`config.mk`:
```
export PLATFORM = sky130hd
export DESIGN_NAME = systolic_skew_feeder
export DESIGN_NICKNAME = d
export VERILOG_FILES = /design/src/rtl/systolic_pkg.sv /design/src/rtl/matrix_row_buffer.sv /design/src/rtl/systolic_skew_feeder.sv
export SDC_FILE = /design/constraint.sdc
export NUM_CORES = 1
export LEC_CHECK = 0
export ABC_AREA = 1
export BUFFER_PORTS_ARGS = -buffer_cell sky130_fd_sc_hd__buf_2
export CORE_ASPECT_RATIO = 0.9
export CORE_MARGIN = 1.5
export CORE_UTILIZATION = 50
export CTS_CLUSTER_DIAMETER = 80
export CTS_CLUSTER_SIZE = 14
export DETAILED_ROUTE_END_ITERATION = 8
export PLACE_DENSITY = 0.75
export SLEW_MARGIN = 0
export SYNTH_ARGS = -nofsm -noshare
export SYNTH_HDL_FRONTEND = slang
export SYNTH_SLANG_ARGS = --single-unit
export TNS_END_PERCENT = 50
```
`constraint.sdc`:
```
create_clock -name clk -period 4.5 [get_ports clk]
set_input_delay 0.45 -clock clk [delete_from_list [all_inputs] [get_ports clk]]
set_output_delay 0.45 -clock clk [all_outputs]
set_load 0.03 [all_outputs]
```
`src/rtl/systolic_pkg.sv`:
```
// Shared types and sizing helpers for the systolic array front end.
// Sizes derive from a per-instance ARRAY_SIZE via the helper functions; the localparams describe the default N=3 build.
package systolic_pkg;

   typedef enum logic [2:0] {IDLE, CLEAR, FEED, DRAIN, DONE} feeder_state_t;

   function automatic int row_w(input int n);
      return (n > 1) ? $clog2(n) : 1;
   endfunction

   localparam int DEF_ARRAY_SIZE = 3;
   localparam int FEED_CYCLES    = 2 * DEF_ARRAY_SIZE;
   localparam int ROW_W          = row_w(DEF_ARRAY_SIZE);

endpackage

```
`src/rtl/matrix_row_buffer.sv`:
```
// N x N operand store: one full-row write port, ARRAY_SIZE independent (row, col) element read ports.
module matrix_row_buffer
   import systolic_pkg::*;
#(
   parameter int DATA_WIDTH = 8,
   parameter int ARRAY_SIZE = 3
) (
   input  logic                             clk,
   input  logic                             rst,
   input  logic                             wr_en,
   input  logic [row_w(ARRAY_SIZE)-1:0]     wr_row,
   input  logic [ARRAY_SIZE*DATA_WIDTH-1:0] wr_data,
   input  logic [row_w(ARRAY_SIZE)-1:0]     rd_row  [0:ARRAY_SIZE-1],
   input  logic [row_w(ARRAY_SIZE)-1:0]     rd_col  [0:ARRAY_SIZE-1],
   output logic [DATA_WIDTH-1:0]            rd_data [0:ARRAY_SIZE-1]
);

   logic [DATA_WIDTH-1:0] mem [0:ARRAY_SIZE-1][0:ARRAY_SIZE-1];

   // Row write; out-of-range row indices are dropped rather than aliased.
   always_ff @(posedge clk) begin
      if (rst) begin
         for (int r = 0; r < ARRAY_SIZE; r++) begin
            for (int c = 0; c < ARRAY_SIZE; c++) begin
               mem[r][c] <= '0;
            end
         end
      end else if (wr_en && (int'(wr_row) < ARRAY_SIZE)) begin
         for (int c = 0; c < ARRAY_SIZE; c++) begin
            mem[wr_row][c] <= wr_data[c*DATA_WIDTH +: DATA_WIDTH];
         end
      end
   end

   always_comb begin
      for (int p = 0; p < ARRAY_SIZE; p++) begin
         rd_data[p] = '0;
         if ((int'(rd_row[p]) < ARRAY_SIZE) && (int'(rd_col[p]) < ARRAY_SIZE)) begin
            rd_data[p] = mem[rd_row[p]][rd_col[p]];
         end else begin
            rd_data[p] = '0;
         end
      end
   end

endmodule

```
`src/rtl/systolic_skew_feeder.sv`:
```
// Buffers A and B, then clears the array and feeds A rows / B columns on a diagonal skew.
// Waits for computation_done (or a drain timeout) and reports completion to the controller.
module systolic_skew_feeder
   import systolic_pkg::*;
#(
   parameter int DATA_WIDTH    = 8,
   parameter int ARRAY_SIZE    = 3,
   parameter int DRAIN_TIMEOUT = 4 * ARRAY_SIZE
) (
   input  logic                             clk,
   input  logic                             rst,
   input  logic                             load_valid,
   output logic                             load_ready,
   input  logic                             load_sel,
   input  logic [row_w(ARRAY_SIZE)-1:0]     load_row,
   input  logic [ARRAY_SIZE*DATA_WIDTH-1:0] load_data,
   input  logic                             start,
   output logic                             busy,
   output logic                             done,
   output logic                             error,
   output logic                             arr_rst_n,
   output logic                             arr_enable,
   output logic [DATA_WIDTH-1:0]            arr_a [0:ARRAY_SIZE-1],
   output logic [DATA_WIDTH-1:0]            arr_b [0:ARRAY_SIZE-1],
   input  logic                             arr_done
);

   localparam int RW       = row_w(ARRAY_SIZE);
   localparam int FEED_LEN = 2 * ARRAY_SIZE;
   localparam int KW       = $clog2(FEED_LEN + 1);
   localparam int TW       = $clog2(DRAIN_TIMEOUT + 1);

   feeder_state_t         state;
   logic [KW-1:0]         k;
   logic [KW-1:0]         nxt_k;
   logic [TW-1:0]         timer;
   logic                  flag;
   logic                  wr_a;
   logic                  wr_b;
   logic                  lane_ok [0:ARRAY_SIZE-1];
   logic [RW-1:0]         a_row   [0:ARRAY_SIZE-1];
   logic [RW-1:0]         a_col   [0:ARRAY_SIZE-1];
   logic [RW-1:0]         b_row   [0:ARRAY_SIZE-1];
   logic [RW-1:0]         b_col   [0:ARRAY_SIZE-1];
   logic [DATA_WIDTH-1:0] a_rd    [0:ARRAY_SIZE-1];
   logic [DATA_WIDTH-1:0] b_rd    [0:ARRAY_SIZE-1];

   assign load_ready = (state == IDLE);
   assign busy       = (state != IDLE);
   assign wr_a       = load_valid && load_ready && !load_sel;
   assign wr_b       = load_valid && load_ready &&  load_sel;

   matrix_row_buffer #(.DATA_WIDTH(DATA_WIDTH), .ARRAY_SIZE(ARRAY_SIZE)) u_buf_a (
      .clk(clk), .rst(rst), .wr_en(wr_a), .wr_row(load_row), .wr_data(load_data),
      .rd_row(a_row), .rd_col(a_col), .rd_data(a_rd)
   );

   matrix_row_buffer #(.DATA_WIDTH(DATA_WIDTH), .ARRAY_SIZE(ARRAY_SIZE)) u_buf_b (
      .clk(clk), .rst(rst), .wr_en(wr_b), .wr_row(load_row), .wr_data(load_data),
      .rd_row(b_row), .rd_col(b_col), .rd_data(b_rd)
   );

   // Skew addressing for the feed step about to be registered: lane p sees diagonal index nxt_k - p.
   always_comb begin
      nxt_k = (state == FEED) ? (k + {{(KW-1){1'b0}}, 1'b1}) : '0;
      for (int p = 0; p < ARRAY_SIZE; p++) begin
         a_row[p]   = RW'(p);
         b_col[p]   = RW'(p);
         a_col[p]   = '0;
         b_row[p]   = '0;
         lane_ok[p] = 1'b0;
         if ((nxt_k >= KW'(p)) && ((nxt_k - KW'(p)) < KW'(ARRAY_SIZE))) begin
            a_col[p]   = RW'(nxt_k - KW'(p));
            b_row[p]   = RW'(nxt_k - KW'(p));
            lane_ok[p] = 1'b1;
         end else begin
            lane_ok[p] = 1'b0;
         end
      end
   end

   // Job sequencer; every array-facing output is registered for the state being entered.
   always_ff @(posedge clk) begin
      if (rst) begin
         state      <= IDLE;
         k          <= '0;
         timer      <= '0;
         flag       <= 1'b0;
         done       <= 1'b0;
         error      <= 1'b0;
         arr_rst_n  <= 1'b0;
         arr_enable <= 1'b0;
         for (int p = 0; p < ARRAY_SIZE; p++) begin
            arr_a[p] <= '0;
            arr_b[p] <= '0;
         end
      end else begin
         done       <= 1'b0;
         arr_rst_n  <= 1'b1;
         arr_enable <= 1'b0;
         for (int p = 0; p < ARRAY_SIZE; p++) begin
            arr_a[p] <= '0;
            arr_b[p] <= '0;
         end
         case (state)
            IDLE: begin
               if (start) begin
                  state     <= CLEAR;
                  arr_rst_n <= 1'b0;
                  flag      <= 1'b0;
               end
            end
            CLEAR: begin
               state      <= FEED;
               k          <= '0;
               arr_enable <= 1'b1;
               for (int p = 0; p < ARRAY_SIZE; p++) begin
                  arr_a[p] <= lane_ok[p] ? a_rd[p] : '0;
                  arr_b[p] <= lane_ok[p] ? b_rd[p] : '0;
               end
            end
            FEED: begin
               arr_enable <= 1'b1;
               if (arr_done) begin
                  flag <= 1'b1;
               end
               if (k == KW'(FEED_LEN - 1)) begin
                  if (flag || arr_done) begin
                     state      <= DONE;
                     done       <= 1'b1;
                     error      <= 1'b0;
                     arr_enable <= 1'b0;
                  end else begin
                     state <= DRAIN;
                     timer <= '0;
                  end
               end else begin
                  k <= nxt_k;
                  for (int p = 0; p < ARRAY_SIZE; p++) begin
                     arr_a[p] <= lane_ok[p] ? a_rd[p] : '0;
                     arr_b[p] <= lane_ok[p] ? b_rd[p] : '0;
                  end
               end
            end
            DRAIN: begin
               arr_enable <= 1'b1;
               if (arr_done) begin
                  state      <= DONE;
                  done       <= 1'b1;
                  error      <= 1'b0;
                  arr_enable <= 1'b0;
               end else if (timer == TW'(DRAIN_TIMEOUT - 1)) begin
                  state      <= DONE;
                  done       <= 1'b1;
                  error      <= 1'b1;
                  arr_enable <= 1'b0;
               end else begin
                  timer <= timer + {{(TW-1){1'b0}}, 1'b1};
               end
            end
            DONE: begin
               state <= IDLE;
            end
            default: begin
               state <= IDLE;
            end
         endcase
      end
   end

endmodule

```
==> results of run 1 <==
==> power breakdown <==
group | switching [mW] | internal (mW) | leakage (nW)
clock network | 0.699 | 0.799 | 0.255
logic | 0.856 | 0.265 | 2.29
registers | 0.0623 | 2.37 | 2.17
total | 1.62 | 3.43 | 4.71
==> worst max path at each step <==
stage                      endpoint  slack, ns  startpoint  cells after the start
final                      arr_b[9]       1.48        k[1]                     13
after detailed placement   arr_b[9]       1.53        k[1]                     13
after global placement    arr_b[10]       1.67        k[1]                     13
after floorplan           arr_b[12]       2.02        k[1]                     15
after global routing      arr_b[10]       1.25        k[1]                     13
after CTS                  arr_b[9]       1.50        k[1]                     13
==> stage by stage <==
stage	total power [mW]	worst slack (ns)
floorplan	3.29	2.02
finish	5.05	1.48
global placement	3.55	1.67
CTS	5.06	1.50
global route	5.26	1.25
detailed placement	3.58	1.53
==> final cells by class <==
| type | instances | area, sq um | share of cell area |
|---|---|---|---|
| multi-input combinational | 570 | 2700 | 0.256 |
| clock buffer | 33 | 528 | 0.0501 |
| timing repair buffer | 91 | 470 | 0.0446 |
| sequential | 223 | 6070 | 0.575 |
| inverter | 123 | 462 | 0.0438 |
| clock inverter | 1 | 8.76 | 0.000831 |
| tap | 245 | 307 | 0.0291 |
==> synth_stat cells (2+ instances only) <==
cell / number
a21oi_1: 51
nor2_2: 6
o211ai_1: 3
nand2_2: 9
nor2_1: 170
buf_6: 4
nand3_1: 53
o2111ai_1: 10
o21ai_0: 15
buf_4: 2
or2_2: 9
edfxtp_1: 160
o21ai_2: 2
ha_1: 10
nor3_1: 8
buf_2: 15
o21ai_1: 5
inv_2: 8
inv_1: 114
nand3_2: 5
nand4_1: 15
nor2_4: 4
a21oi_2: 2
nand3_4: 3
dfxtp_1: 63
clkbuf_1: 14
nand2_1: 170
==> flip-flops by register name (all words and copies together), names as in the netlist <==
register / count
arr_b: 24
k: 3
u_buf_a.mem: 72
timer: 4
u_buf_b.mem: 88
arr_rst_n: 1
state: 3
arr_enable: 1
done: 1
arr_a: 24
error: 1
flag: 1
==> metal layers <==
metal  global-route usage  wire, um
met5                    0         0
met4               0.0789       587
met3               0.0331      1930
met2                0.357     10100
met1                0.330      9670
==> cell families after synthesis <==
family / share of synthesized area
AO/OA/AOI/OAI: 0.0552
XOR/XNOR: 0.000936
adder cells (fa/ha/maj): 0.0134
buffers and inverters: 0.0694
flip-flops: 0.648
other: 0.000401
AND/OR/NAND/NOR: 0.213
==> results.json, run 1 <==
{
  "grt_overflow_total": 0,
  "seq_area_frac_synth": 0.648,
  "yosysTopAreaCell": "edfxtp_1",
  "rrSetupSlack_ns": 1.48,
  "hold_buffers": 0,
  "min_from": "rst",
  "dp_hpwl_um": 14700,
  "critical-path-top-delay-family": "simple AND/OR/NAND/NOR gates",
  "whs_path_depth": 2,
  "power.density_mw_per_mm2": 479,
  "ant_nets": 0,
  "cts_resized": 0,
  "via_per_inst": 5.27,
  "core_sq_mm": 0.0183,
  "min_to": "timer[1]",
  "worstHoldPathType": "primary input to register",
  "finalCoreUtilization": 0.575,
  "dr_total_vias": 6780,
  "first_global_vias": 6276,
  "root_buffer": "clkbuf_16",
  "worst_pin_slew_ns": 0.867,
  "endpoint_kind": "register",
  "fin_setup_tns_ns": 0,
  "yosysTopAreaCellShare": 0.513,
  "die_w_um": 147,
  "timing.critical_path.slowest_stage_cell": "ha_1",
  "wl_um": 22300,
  "path_buf_inv": 4,
  "die_area_sq_mm": 0.0196,
  "post-route-cell-area_sq_mm": 0.0105,
  "irDropWorstVdd_mv": 0.249,
  "syn_inst": 936,
  "synth_flop_cell": "edfxtp_1",
  "drt_pass1_iterations": 5,
  "grt_usage": 0.229,
  "netlist_area_sq_mm": 0.00936,
  "cts_setup_buffers": 0,
  "antenna_found_initial": 0,
  "grt_max_degree": 30,
  "worst_clock_skew_ns": 0.0146,
  "wire_per_inst_um": 17.3,
  "ys_types": 33,
  "io_pins": 86,
  "drt-initial-drc-count": 764,
  "area_growth_pct": 12.6,
  "timing.rr.start": "k[1]",
  "num_rows": 47,
  "timing.hold.ws_ns": 0.229,
  "dp_cells": 1252,
  "fillers": 1578,
  "drcViolationCount": 0,
  "htree_levels": 1,
  "rsz0062_at_grt": "no",
  "cap_violations": 0,
  "drive_gt1_frac": 0.154,
  "ys_warn_count": 0,
  "portBuffers": 85,
  "crit_chain": "inv_1 > ha_1 > nor2_4 > inv_1 > ha_1 > inv_1 > nand2_1 > nand2_1 > nor2_8 > nand3_4 > inv_2 > o21ai_0 > a21oi_1",
  "grt_pass1_wl_um": 34300,
  "cts_tree": "built",
  "nNetsFinal": 1070,
  "place_area_sq_mm": 0.0100,
  "timing.final.crit_share": 0.672,
  "insertion_delay_ns": 0.49,
  "max_freq_mhz": 331,
  "cts_buffer_depth": 3,
  "mostFrequentLayoutCells": "nand2_1 (170), nor2_1 (170), edfxtp_1 (160)",
  "start_util": 0.510,
  "critPathKind": "register to register",
  "timing.rr.end": "arr_b[9]",
  "finalSetupViolations": 0,
  "avgSynthCellArea_sq_um": 10.0,
  "antenna-diode-count": 0,
  "async_flop_share": 0,
  "synth-seq-cells": 223,
  "gp_congestion": 0.890,
  "path_clk_slew_ns": 0.07,
  "status": "finished, final reports clean",
  "leakage_nw": 4.71,
  "synth_area_leaders": "edfxtp_1 (51%), dfxtp_1 (13%), nand2_1 (6.8%)",
  "startpoint_type": "register",
  "cpPeakStageDelay_ns": 0.39,
  "crit_path_frequent_cell": "inv_1",
  "fin_cells": 1286,
  "synth_edf_count": 160,
  "final_max_slew_viol_count": 0,
  "slew_headroom": 0.421,
  "cts_buffers": 19,
  "rr_worst_depth": 13,
  "min_period_ns": 3.02,
  "clkSinkCount": 223,
  "cp_data_arrival_time_ns": 3.44,
  "worstPathMaxFanout": 18,
  "hold_viol_final": 0,
  "cp.required_ns": 4.91,
  "die_h_um": 133
}
Note: power is estimated with default switching activity, not from simulation.
==> run 2: changes to the inputs <==
--- a/config.mk
+++ b/config.mk
@@ -13,7 +13,7 @@
 export CTS_CLUSTER_DIAMETER = 80
 export CTS_CLUSTER_SIZE = 14
 export DETAILED_ROUTE_END_ITERATION = 8
-export PLACE_DENSITY = 0.75
+export PLACE_DENSITY = 0.78
 export SLEW_MARGIN = 0
 export SYNTH_ARGS = -nofsm -noshare
 export SYNTH_HDL_FRONTEND = slang
==> constraint.sdc (replaced) <==
create_clock -name clk -period 2.69 [get_ports clk]
set_input_delay 0.269 -clock clk [delete_from_list [all_inputs] [get_ports clk]]
set_output_delay 0.269 -clock clk [all_outputs]
set_load 0.03 [all_outputs]
==> run 2 against run 1 <==
Register-to-register slack got worse by 1.3 ns. Flip-flop and latch count is the same. Clock power rose by 65%. First-iteration DRC count rose by 4.7%. Hold slack got worse by 0.18 ns. Total power grew 69%. Largest cell class unchanged. Routed wire length fell by 1.3%. Highest routed layer unchanged. Critical path type unchanged. Die area did not move. Utilization grew 1.2 points. Count of clock-buffer cells in the layout unchanged. Sequential share of layout area is 1.2 points lower.
==> results.json, run 2 (same netlist as run 1, synthesis figures left out) <==
{
  "status": "finished, final reports clean",
  "startpoint_type": "register",
  "leakage_nw": 4.83,
  "cts_tree": "built",
  "hold_viol_final": 0,
  "slew_headroom": 0.577,
  "wl_um": 22000,
  "critPathKind": "register to register",
  "dr_total_vias": 6903,
  "antenna-diode-count": 0,
  "path_clk_slew_ns": 0.06,
  "grt_overflow_total": 0,
  "min_to": "timer[1]",
  "gp_congestion": 0.904,
  "final_max_slew_viol_count": 0,
  "io_pins": 86,
  "mostFrequentLayoutCells": "nor2_1 (170), nand2_1 (169), edfxtp_1 (160)",
  "worstHoldPathType": "primary input to register",
  "nNetsFinal": 1098,
  "max_freq_mhz": 391,
  "portBuffers": 85,
  "crit_path_frequent_cell": "nand2_2",
  "largest_reg_flops": 88,
  "cpPeakStageDelay_ns": 0.37,
  "hold_buffers": 0,
  "die_h_um": 133,
  "cap_violations": 0,
  "largest-register": "u_buf_b.mem",
  "ant_nets": 0,
  "worstPathMaxFanout": 9,
  "cts_buffer_depth": 3,
  "start_util": 0.510,
  "root_buffer": "clkbuf_16",
  "rr_worst_depth": 11,
  "min_from": "rst",
  "via_per_inst": 5.26,
  "clkSinkCount": 223,
  "timing.final.crit_share": 0.951,
  "timing.critical_path.slowest_stage_cell": "nor2_2",
  "timing.rr.end": "arr_b[0]",
  "reg.largest.list": "u_buf_b.mem (88), u_buf_a.mem (72)",
  "timing.rr.start": "state[2]",
  "grt_usage": 0.226,
  "grt_max_degree": 26,
  "rrSetupSlack_ns": 0.13,
  "grt_pass1_wl_um": 34000,
  "wire_per_inst_um": 16.8,
  "fillers": 1557,
  "cp.required_ns": 3.10,
  "fin_setup_tns_ns": 0,
  "power.density_mw_per_mm2": 793,
  "layout_commonest_cell": "nor2_1",
  "min_period_ns": 2.56,
  "endpoint_kind": "register",
  "path_buf_inv": 2,
  "num_rows": 47,
  "drive_gt1_frac": 0.177,
  "htree_levels": 1,
  "crit_chain": "nor2_4 > nand2_2 > nor2_4 > clkinvlp_4 > buf_4 > ha_1 > nand2_2 > nand2_2 > nor2_2 > o21ai_2 > a21oi_1",
  "irDropWorstVdd_mv": 0.381,
  "antenna_found_initial": 0,
  "worst_clock_skew_ns": 0.0122,
  "drcViolationCount": 0,
  "cp_data_arrival_time_ns": 2.96,
  "core_sq_mm": 0.0183,
  "die_area_sq_mm": 0.0196,
  "finalSetupViolations": 0,
  "drt-initial-drc-count": 800,
  "area_growth_pct": 15.0,
  "cts_buffers": 19,
  "insertion_delay_ns": 0.49,
  "first_global_vias": 6400,
  "critical-path-top-delay-family": "simple AND/OR/NAND/NOR gates",
  "drt_pass1_iterations": 5,
  "whs_path_depth": 2,
  "dp_hpwl_um": 15200,
  "die_w_um": 147,
  "worst_pin_slew_ns": 0.633,
  "finalCoreUtilization": 0.587
}
## run 2: timing repair
| item | 4_1_cts | 5_1_grt |
|---|---|---|
| buffers inserted | 0 | 5 |
| gates resized for setup | 0 | 7 |
| setup endpoints to repair | 0 | 27 |
## run 2: routing by layer
layer / part of all wire / track usage
met5: 0 / 0
met4: 0.032 / 0.0722
met3: 0.098 / 0.0372
met2: 0.47 / 0.368
met1: 0.40 / 0.312
## run 2: cell type report
class | instances | area [sq um] | share of cell area
sequential | 223 | 6070 | 0.563
multi-input combinational | 571 | 2720 | 0.253
timing repair buffer | 118 | 673 | 0.0625
clock buffer | 33 | 528 | 0.0490
inverter | 123 | 470 | 0.0437
tap | 245 | 307 | 0.0285
## run 2: where the power goes
group	total, mW	switching [mW]	internal (mW)
clock	2.48	1.15	1.33
sequential	4.07	0.110	3.96
combinational	1.98	1.45	0.540
total	8.54	2.71	5.83
## run 2: how the worst max path moves through the flow
| stage | from | end | cells past startpoint |
|---|---|---|---|
| floorplan | k[1] | arr_b[12] | 15 |
| global placement | k[1] | arr_b[0] | 11 |
| detailed placement | k[1] | arr_b[11] | 13 |
| CTS | k[1] | arr_b[11] | 13 |
| global route | state[2] | arr_b[0] | 11 |
| finish | state[2] | arr_b[0] | 11 |
## run 2: through the flow
step	total power [mW]	hold slack, ns	cells	setup WS, ns	cell area, sq um
detailed placement	6.05	0.455	1274	0.156	10200
global route	8.90	0.0510	1313	-0.0382	10800
finish	8.54	0.0493	1313	0.133	10800
floorplan	5.50	0.439	951	0.208	9420
CTS	8.50	0.0358	1307	0.114	10700
global placement	6.00	0.450	1274	0.253	10200
==> run 3: changes to the inputs <==
--- a/config.mk
+++ b/config.mk
@@ -13,7 +13,9 @@
 export CTS_CLUSTER_DIAMETER = 80
 export CTS_CLUSTER_SIZE = 14
 export DETAILED_ROUTE_END_ITERATION = 8
-export PLACE_DENSITY = 0.78
+export MAX_ROUTING_LAYER = met4
+export PLACE_DENSITY = 0.75
+export SKIP_CTS_REPAIR_TIMING = 1
 export SLEW_MARGIN = 0
 export SYNTH_ARGS = -nofsm -noshare
 export SYNTH_HDL_FRONTEND = slang
==> run 3 against run 2 <==
Die area stayed put. Flip-flop and latch count stayed put. Register-to-register slack barely moved. Maximum frequency is 0.58% higher.
==> results.json, run 3 (same netlist as run 1, synthesis figures left out) <==
{
  "status": "finished, final reports clean",
  "cpPeakStageDelay_ns": 0.38,
  "dp_cells": 1272,
  "num_rows": 47,
  "multi_input_area_sq_mm": 0.00275,
  "timing.final.crit_share": 0.945,
  "largest_reg_flops": 88,
  "drive_gt1_frac": 0.177,
  "rsz0062_at_grt": "no",
  "startpoint_type": "register",
  "insertion_delay_ns": 0.49,
  "gp_congestion": 0.895,
  "nNetsFinal": 1098,
  "drcViolationCount": 0,
  "dr_total_vias": 6818,
  "crit_chain": "inv_1 > ha_1 > nor2_4 > clkinvlp_4 > ha_1 > o21ai_1 > inv_1 > nand2_2 > nor2_4 > inv_2 > o21ai_4 > a21oi_1",
  "die_h_um": 133,
  "area_growth_pct": 15.2,
  "antenna-diode-count": 0,
  "timing.critical_path.slowest_stage_cell": "dfxtp_1",
  "first_global_vias": 6269,
  "core_sq_mm": 0.0183,
  "worstHoldPathType": "primary input to register",
  "grtUsageMet1": 0.334,
  "wl_um": 22300,
  "io_pins": 86,
  "start_util": 0.510,
  "path_buf_inv": 4,
  "min_period_ns": 2.54,
  "cap_violations": 0,
  "drt_pass1_iterations": 6,
  "cp_data_arrival_time_ns": 2.94,
  "setup_ws_ns": 0.147,
  "leakage_nw": 4.83,
  "place_ws_ns": 0.102,
  "hold_viol_final": 0,
  "cp.required_ns": 3.08,
  "place_area_sq_mm": 0.0102,
  "irDropWorstVdd_mv": 0.485,
  "portBuffers": 85,
  "die_area_sq_mm": 0.0196,
  "die_w_um": 147,
  "grt.busiest_layer": "met2",
  "critPathKind": "register to register",
  "grt_util_met2": 0.359,
  "finalSetupViolations": 0,
  "fin_cells": 1312,
  "post-route-cell-area_sq_mm": 0.0108,
  "endpoint_kind": "register",
  "grt_overflow_total": 0,
  "worst_clock_skew_ns": 0.0160,
  "reg.largest.list": "u_buf_b.mem (88), u_buf_a.mem (72)",
  "wire_per_inst_um": 17.0,
  "mostFrequentLayoutCells": "nor2_1 (170), nand2_1 (169), edfxtp_1 (160)",
  "drt-initial-drc-count": 740,
  "via_per_inst": 5.20,
  "seq_area_sq_mm": 0.00607,
  "fillers": 1567,
  "fin_setup_tns_ns": 0,
  "root_buffer": "clkbuf_16",
  "cts_tree": "built",
  "cts_buffers": 19,
  "htree_levels": 1,
  "grt_max_degree": 26,
  "largest-register": "u_buf_b.mem",
  "grt_usage": 0.233,
  "dp_hpwl_um": 15000,
  "power.density_mw_per_mm2": 796,
  "ant_nets": 0,
  "critical-path-top-delay-family": "adder cells",
  "grt_util_met3": 0.0266,
  "cts_buffer_depth": 3,
  "layout_commonest_cell": "nor2_1",
  "grt_pass1_wl_um": 33900,
  "final_max_slew_viol_count": 0,
  "path_clk_slew_ns": 0.07,
  "max_freq_mhz": 393,
  "clkSinkCount": 223,
  "antenna_found_initial": 0,
  "worstPathMaxFanout": 17
}
==> run 3: cell count changes in the layout (fill, tap and decap cells not counted), sizes merged <==
cell | previous run | this run
buf | 118 | 117
clkbuf | 33 | 32
nand3 | 61 | 62
==> run 3: metal layers <==
metal  vias up  wire length, um
met4         0              423
met3        33             1560
met5         -                0
met1      3215             9890
met2       288            10400
li1       3282                -
==> run 3: per-stage QoR <==
step           power (mW)   util  hold WS [ns]
6_report             8.59  0.588        0.0462
5_1_grt              8.95  0.588        0.0601
4_1_cts              8.50  0.583        0.0392
3_5_place_dp         6.04  0.554         0.457
3_3_place_gp         6.00  0.554         0.448
2_1_floorplan        5.50      -         0.439
==> run 3: final cells by class <==
cell class / count / share of cell area
clock buffers: 32 / 0.0486
inverters: 123 / 0.0434
flip-flops and latches: 223 / 0.562
multi-input cells: 572 / 0.254
well taps: 245 / 0.0284
repair buffers: 117 / 0.0629
==> run 3: where the power goes <==
| part | internal, mW | switching [mW] | total, mW | leakage (nW) |
|---|---|---|---|---|
| Clock | 1.32 | 1.18 | 2.50 | 0.249 |
| Sequential | 3.96 | 0.104 | 4.06 | 2.17 |
| Combinational | 0.539 | 1.49 | 2.03 | 2.42 |
| Total | 5.82 | 2.77 | 8.59 | 4.83 |
==> run 3: worst paths after layout <==
path / start / to / slack [ns] / cells after the start
worst max-delay path: k[1] / arr_b[6] / 0.15 / 12
worst min-delay path: rst / error / 0.05 / 2
worst max register to register: k[1] / arr_b[6] / 0.15 / 12
worst min register to register: error / error / 0.47 / 2
